File: config.mk
export PLATFORM = sky130hd
export DESIGN_NAME = gpio_bank_flat
export DESIGN_NICKNAME = d
export VERILOG_FILES = /design/src/rtl/gpio_bank_if.sv /design/src/rtl/gpio_bank.sv /design/src/flat_wrapper.sv
export SDC_FILE = /design/constraint.sdc
export NUM_CORES = 1
export LEC_CHECK = 0
export ABC_CLOCK_PERIOD_IN_PS = 4100
export CAP_MARGIN = 20
export CORE_ASPECT_RATIO = 1.2
export CORE_MARGIN = 3
export CORE_UTILIZATION = 50
export CTS_CLUSTER_SIZE = 30
export DETAILED_ROUTE_END_ITERATION = 10
export HOLD_SLACK_MARGIN = 0.1
export PLACE_DENSITY_LB_ADDON = 0.05
export SYNTH_ARGS = -nofsm -noshare
export SYNTH_HDL_FRONTEND = slang
export SYNTH_SLANG_ARGS = --single-unit
File: constraint.sdc
create_clock -name clk_i -period 4.1 [get_ports clk_i]
set_input_delay 0.82 -clock clk_i [delete_from_list [all_inputs] [get_ports clk_i]]
set_output_delay 0.82 -clock clk_i [all_outputs]
set_load 0.005 [all_outputs]
File: src/rtl/gpio_bank_if.sv
// gpio_bank_if: register bus between a host and gpio_bank
interface gpio_bank_if;
  logic        req;
  logic        we;
  logic [31:0] addr;
  logic [3:0]  be;
  logic [31:0] wdata;
  logic        ack;
  logic        resp;
  logic [31:0] rdata;
  modport master (output req, we, addr, be, wdata, input ack, resp, rdata);
  modport slave (input req, we, addr, be, wdata, output ack, resp, rdata);
endinterface

File: src/rtl/gpio_bank.sv
// gpio_bank: memory-mapped GPIO bank with set/clear/toggle outputs, direction and edge-capture interrupt
module gpio_bank #(
  parameter int WIDTH       = 32,
  parameter int SYNC_STAGES = 2
) (
  input  logic             clk_i,
  input  logic             rst_n_i,
  gpio_bank_if.slave       bus,
  input  logic [WIDTH-1:0] gpio_bi,
  output logic [WIDTH-1:0] gpio_bo,
  output logic [WIDTH-1:0] gpio_oe,
  output logic             irq_o
);
  logic [SYNC_STAGES-1:0][WIDTH-1:0] sync_q;
  logic [WIDTH-1:0] out_q, dir_q, rise_en_q, fall_en_q, status_q, prev_q;
  logic [WIDTH-1:0] in_w, bm, m, ev, rd_w;
  logic [31:0] wmask, wm;
  logic [3:0] off;
  logic [2:0] cnt_q;
  logic wr, rd, unused;
  assign off = bus.addr[5:2];
  assign wr = bus.req & bus.we;
  assign rd = bus.req & ~bus.we;
  assign wmask = {{8{bus.be[3]}}, {8{bus.be[2]}}, {8{bus.be[1]}}, {8{bus.be[0]}}};
  assign wm = bus.wdata & wmask;
  assign bm = wmask[WIDTH-1:0];
  assign m = wm[WIDTH-1:0];
  assign in_w = sync_q[SYNC_STAGES-1];
  assign ev = cnt_q == 3'd0 ? (in_w & ~prev_q & rise_en_q) | (~in_w & prev_q & fall_en_q) : '0;
  assign bus.ack = bus.req;
  assign gpio_bo = out_q;
  assign gpio_oe = dir_q;
  assign irq_o = |status_q;
  assign unused = ^{bus.addr[31:6], bus.addr[1:0], wm, wmask};
  // read view of the addressed register; write-only and unmapped offsets read zero
  always_comb begin
    case (off)
      4'd0:    rd_w = in_w;
      4'd1:    rd_w = out_q;
      4'd5:    rd_w = dir_q;
      4'd6:    rd_w = rise_en_q;
      4'd7:    rd_w = fall_en_q;
      4'd8:    rd_w = status_q;
      default: rd_w = '0;
    endcase
  end
  // pin synchroniser, edge history and startup blanking counter
  always_ff @(posedge clk_i or negedge rst_n_i) begin
    if (!rst_n_i) begin
      sync_q <= '0;
      prev_q <= '0;
      cnt_q  <= 3'(SYNC_STAGES + 1);
    end else begin
      sync_q <= {sync_q[SYNC_STAGES-2:0], gpio_bi};
      prev_q <= in_w;
      cnt_q  <= cnt_q - 3'(cnt_q != 3'd0);
    end
  end
  // one-cycle read response carrying the pre-edge register value
  always_ff @(posedge clk_i or negedge rst_n_i) begin
    if (!rst_n_i) begin
      bus.resp  <= 1'b0;
      bus.rdata <= '0;
    end else begin
      bus.resp  <= rd;
      bus.rdata <= rd ? 32'(rd_w) : bus.rdata;
    end
  end
  // control registers with byte-lane qualified writes
  always_ff @(posedge clk_i or negedge rst_n_i) begin
    if (!rst_n_i) begin
      out_q     <= '0;
      dir_q     <= '0;
      rise_en_q <= '0;
      fall_en_q <= '0;
    end else begin
      out_q     <= !wr ? out_q :
                   off == 4'd1 ? (out_q & ~bm) | m :
                   off == 4'd2 ? out_q | m :
                   off == 4'd3 ? out_q & ~m :
                   off == 4'd4 ? out_q ^ m : out_q;
      dir_q     <= wr && off == 4'd5 ? (dir_q & ~bm) | m : dir_q;
      rise_en_q <= wr && off == 4'd6 ? (rise_en_q & ~bm) | m : rise_en_q;
      fall_en_q <= wr && off == 4'd7 ? (fall_en_q & ~bm) | m : fall_en_q;
    end
  end
  // sticky edge status, write-one-to-clear, a same-cycle event beats the clear
  always_ff @(posedge clk_i or negedge rst_n_i) begin
    if (!rst_n_i) status_q <= '0;
    else status_q <= (status_q & ~(wr && off == 4'd8 ? m : '0)) | ev;
  end
endmodule
File: src/flat_wrapper.sv
// flat-port wrapper written by rule: the top's interface ports become plain ports
module gpio_bank_flat 
#(
  parameter int WIDTH       = 32,
  parameter int SYNC_STAGES = 2
)
  (clk_i, rst_n_i, gpio_bi, gpio_bo, gpio_oe, irq_o, bus_req, bus_we, bus_addr, bus_be, bus_wdata, bus_ack, bus_resp, bus_rdata);
  gpio_bank_if bus_i ();
  input  logic clk_i;
  input  logic rst_n_i;
  input  logic [WIDTH-1:0] gpio_bi;
  output logic [WIDTH-1:0] gpio_bo;
  output logic [WIDTH-1:0] gpio_oe;
  output logic irq_o;
  input wire logic [$bits(bus_i.req)-1:0] bus_req;
  input wire logic [$bits(bus_i.we)-1:0] bus_we;
  input wire logic [$bits(bus_i.addr)-1:0] bus_addr;
  input wire logic [$bits(bus_i.be)-1:0] bus_be;
  input wire logic [$bits(bus_i.wdata)-1:0] bus_wdata;
  output wire logic [$bits(bus_i.ack)-1:0] bus_ack;
  output wire logic [$bits(bus_i.resp)-1:0] bus_resp;
  output wire logic [$bits(bus_i.rdata)-1:0] bus_rdata;
  assign bus_i.req = bus_req;
  assign bus_i.we = bus_we;
  assign bus_i.addr = bus_addr;
  assign bus_i.be = bus_be;
  assign bus_i.wdata = bus_wdata;
  assign bus_ack = bus_i.ack;
  assign bus_resp = bus_i.resp;
  assign bus_rdata = bus_i.rdata;
  gpio_bank #(.WIDTH(WIDTH), .SYNC_STAGES(SYNC_STAGES)) u_core (.clk_i(clk_i), .rst_n_i(rst_n_i), .bus(bus_i), .gpio_bi(gpio_bi), .gpio_bo(gpio_bo), .gpio_oe(gpio_oe), .irq_o(irq_o));
endmodule
=== Word level (Yosys, flattened, before mapping) ===
Cells that the tools add are included.

* Bits in registers: 292

* Add/subtract/negate cells: 1
* Reduce and logical (&&, ||, !) cells: 10
* Bitwise logic cells: 27
* Multiplexer cells: 7
* Equality and inequality tests: 8

{| class="wikitable"
|+ Operator list
! operator !! count
|-
| $and 32x32->32 || 11
|-
| $or 32x32->32 || 7
|-
| $mux 32 || 6
|-
| $pmux 32 s6 || 1
|-
| $not 32->32 || 5
|-
| $reduce_or 32->1 || 1
|-
| $xor 32x32->32 || 1
|-
| $eq 4x3->1 const B || 4
|-
| $eq 4x2->1 const B || 2
|-
| $eq 4x1->1 const B || 1
|-
| $eq 4x4->1 const B || 1
|-
| $logic_and 1x1->1 || 4
|-
| $logic_not 4->1 || 1
|-
| $reduce_bool 4->1 || 1
|-
| $logic_not 3->1 || 1
|-
| $reduce_bool 3->1 || 1
|-
| $sub 3x1->3 || 1
|-
| $and 1x1->1 || 2
|-
| $reduce_and 2->1 || 1
|-
| $not 1->1 || 1
|}

=== Longest topological paths before layout ===
* Depth in word-level cells: 6
* Depth in mapped cells: 8
* Gate-level depth less buffers: 6

=== Worst setup path before layout ===
OpenSTA, ideal clock, no wires.

* Path kind: input to register
* Start point: input port bus_addr[5]
* End point: register with a tool-made name
* Path buffers: 3
* Data arrival time: 2.094 ns
* Setup time: 0.124 ns
* Path slack: 1.882 ns
* Stages: 7
* Cell sequence: buf_2 -> or3b_1 -> buf_2 -> buf_2 -> a211oi_1 -> nor3_1 -> a211o_1

{| class="wikitable"
|+ RTL lines
! what !! line !! text
|-
| from (decl) || flat_wrapper.sv:17 || <nowiki>input wire logic [$bits(bus_i.addr)-1:0] bus_addr;</nowiki>
|}

=== Worst setup path in the final report ===
* Start point: register u_core.status_q[24]
* End point: output port irq_o

* Longest elaborated chain between the ends: 1

{| class="wikitable"
|+ RTL lines
! what !! line !! text
|-
| from (decl) || gpio_bank.sv:15 || <nowiki>logic [WIDTH-1:0] out_q, dir_q, rise_en_q, fall_en_q, status_q, prev_q;</nowiki>
|-
| from (signal assigned) || gpio_bank.sv:90 || <nowiki>else status_q <= (status_q & ~(wr && off == 4'd8 ? m : '0)) | ev;</nowiki>
|-
| $reduce_or 32->1 || gpio_bank.sv:33 || <nowiki>assign irq_o = |status_q;</nowiki>
|-
| to (decl) || flat_wrapper.sv:14 || <nowiki>output logic irq_o;</nowiki>
|}

Every way passes these cells.

==> results.py <==
metrics = {
    "run_status": {
        "status": "finished, final reports clean",
    },
    "floorplanning": {
        "initial_core_util_pct": 51.0,
        "die_y_um": 186,
        "die-area_um2": 28900,
        "num_rows": 65,
        "core_um2": 26400,
        "die_x_um": 156,
        "ios": 203,
    },
    "clock_network": {
        "clock_latency_ps": 560,
        "h-tree-depth": 1,
        "clk_pin_slew_ps": 60,
        "cts_buffers": 30,
        "postCtsHoldBufs": 0,
        "cts_resized": 0,
        "clock_path_buffers": 3,
        "cts_tree": "built",
        "clock_sinks": 292,
        "post_cts_buffers": 0,
        "cts-root-buf": "clkbuf_16",
    },
    "worst_setup_path": {
        "slowest_delay_ps": 460,
        "critical_path_required_ps": 3280,
        "crit_path_end_kind": "output pin",
        "crit_chain": "nor4_1, nand4_1, or2_2, clkdlybuf4s50_1",
        "cp_top_family": "simple AND/OR/NAND/NOR gates",
        "rrSetupSlack_ps": 2060,
        "critPathLaunchType": "register",
        "reg2reg_from": "u_core.cnt_q[0]",
        "cp.arrival_ps": 2510,
        "setup.worst_path.start": "u_core.status_q[24]",
        "critPathBufInv": 1,
        "slowest_stage": "clkdlybuf4s50_1",
        "critPathKind": "register to output pin",
        "path_max_fanout": 3,
    },
    "finish": {
        "synthToLayoutAreaGrowth_pct": 24.2,
        "final_nets": 1535,
        "mostFrequentLayoutCell": "dfrtp_1",
        "fin_area_um2": 16700,
        "fin_util_pct": 63.3,
        "layout-drive-gt1-share_pct": 10.9,
        "most-common-layout-cells": "dfrtp_1 (290), clkdlybuf4s50_1 (172), nor2_1 (100), a22oi_1 (96), nand2_1 (86)",
    },
    "hold_path": {
        "holdCritPathClass": "input pin to asynchronous set/reset pin",
    },
    "sta": {
        "relSlewSlack_pct": 45.7,
        "tns_ps": 0,
        "hold_ws_ps": 234,
        "final.period_utilization_pct": 81.3,
        "period_minus_slack_ps": 3330,
        "tightest_slew_ps": 814,
        "rsz0062_at_grt": "false",
        "max_freq_ghz": 0.300,
        "finClkSkew_ps": 6.94,
        "report.final.setup_viol": 0,
        "report.final.slew_viol_count": 0,
        "hold_violations": 0,
    },
    "synthesis": {
        "synthCells": 1193,
        "synth-edff-count": 0,
        "yosysSeqAreaShare_pct": 54.4,
        "syn_area_per_cell_um2": 11.3,
        "synthArstFlopShare_pct": 100,
        "ys_ff_latch": 292,
        "ys_types": 50,
        "synth_area_um2": 13400,
        "ys_warn_count": 0,
        "synth_flop_cell": "dfrtp_1",
        "syn_nets": 1363,
    },
    "route": {
        "wl_met2_um": 18400,
        "routedWlPerCell_um": 21.7,
        "drc": 0,
        "ant_nets": 0,
        "topRoutingLayerUsed": "met5",
        "wl_met3_um": 2360,
        "via_per_inst": 5.91,
        "drt-met1-wl_um": 15400,
        "drtIter0Drc": 672,
        "drt-pass1-iter-count": 5,
        "drt-total-wl_um": 37500,
        "vias": 10200,
    },
    "grt": {
        "grt_antenna_before_repair": 4,
        "grt_usage_pct": 25.9,
        "grt_pass1_wl_um": 58600,
        "grt_max_degree": 88,
        "grt_pass1_vias": 10300,
        "overflow": 0,
    },
    "pwr": {
        "swShare_pct": 26.4,
        "seqPwrFrac_pct": 46.3,
        "power_frac_comb_pct": 15.5,
        "p_per_area_nw_per_um2": 458,
        "p_leak_nw": 7.51,
        "max-vdd-ir-drop_v": 0.000339,
        "p_int_w": 0.00563,
        "switchingPower_w": 0.00202,
        "p_clk_share_pct": 38.2,
    },
    "place": {
        "dpl.hpwl_um": 24500,
        "place_congestion": 0.826,
        "place_area_um2": 15600,
        "port_buffers": 174,
    },
    "flow_run": {
        "maxCapViolCount": 0,
    },
}
[area by class of cell]
| type | count | area (um^2) |
|---|---|---|
| Clock buffer | 38 | 842 |
| Tap cell | 335 | 419 |
| Timing Repair Buffer | 208 | 2020 |
| Antenna cell | 1 | 2.50 |
| Inverter | 69 | 259 |
| Clock inverter | 18 | 234 |
| Fill cell | 2204 | 9660 |
| Sequential cell | 292 | 7310 |
| Multi-Input combinational cell | 764 | 5610 |
[power by group through the flow]
stage / logic, W / clock network, W / registers [W]
after floorplan: 0.000579 / 0 / 0.00348
after global placement: 0.00115 / 0 / 0.00358
after detailed placement: 0.00120 / 0 / 0.00359
after CTS: 0.00121 / 0.00299 / 0.00354
after global routing: 0.00135 / 0.00310 / 0.00358
final: 0.00119 / 0.00292 / 0.00354
[per-stage QoR]
stage | std cells | total power [W] | setup slack, ps
4_1_cts | 1723 | 0.00773 | 705
6_report | 1725 | 0.00765 | 767
5_1_grt | 1725 | 0.00803 | 668
2_1_floorplan | 1193 | 0.00406 | 1880
3_3_place_gp | 1667 | 0.00473 | 947
3_5_place_dp | 1667 | 0.00479 | 877
[routing by layer]
| layer | GRT usage (%) | vias to the layer above |
|---|---|---|
| met3 | 4.70 | 87 |
| met4 | 8.79 | 6 |
| met1 | 33.5 | 5128 |
| met2 | 44.1 | 333 |
| met5 | 0 | - |
| li1 | - | 4644 |
[kinds of logic after synthesis]
| kind of cell | Yosys count | share of synthesized area (%) |
|---|---|---|
| compound gates | 341 | 17.4 |
| mux | 97 | 8.12 |
| fa+ha+maj | 66 | 6.15 |
| xor+xnor | 1 | 0.0652 |
| flops | 292 | 54.4 |
| buf+inv | 137 | 4.23 |
| simple gates | 259 | 9.66 |
[worst register-to-register path, stage by stage (launching register included)]
cell and delay [ps]:
dfstp_2 370, or3_2 860, ha_1 370, ha_1 190, xor2_1 150
[final timing paths]
path / to / cells after the start
setup / recovery: irq_o / 4
hold / removal: u_core.sync_q[2] / 1
setup reg to reg: u_core.cnt_q[2] / 4
hold reg to reg: u_core.in_w[19] / 0
max in group asynchronous: u_core.bus.rdata[11] / 2
min in group clk_i: u_core.in_w[19] / 0
[cells in the mapped netlist (all sizes together) (2+ instances only)]
cell      n  area share (%)
dfrtp   290              54
nor2    112             3.8
a22oi    97             5.4
mux2     96             8.0
nand2    86             2.4
o21ai    79             2.9
inv      69             1.9
ha       66             6.1
a31oi    64             3.0
buf      38             1.5
a21o     32             1.8
clkbuf   30            0.84
a211o    25             1.6
a211oi   18             1.0
nor3     18            0.67
o221ai   11            0.90
nor4      9            0.47
a21oi     7            0.26
and2      7            0.33
o211ai    7            0.39
nand3     6            0.32
nor3b     3            0.20
dfstp     2            0.39
nand3b    2            0.30
nand4     2           0.093
nor4b     2            0.29
nor4bb    2            0.15
No activity file was read; power rests on OpenSTA's default activity.
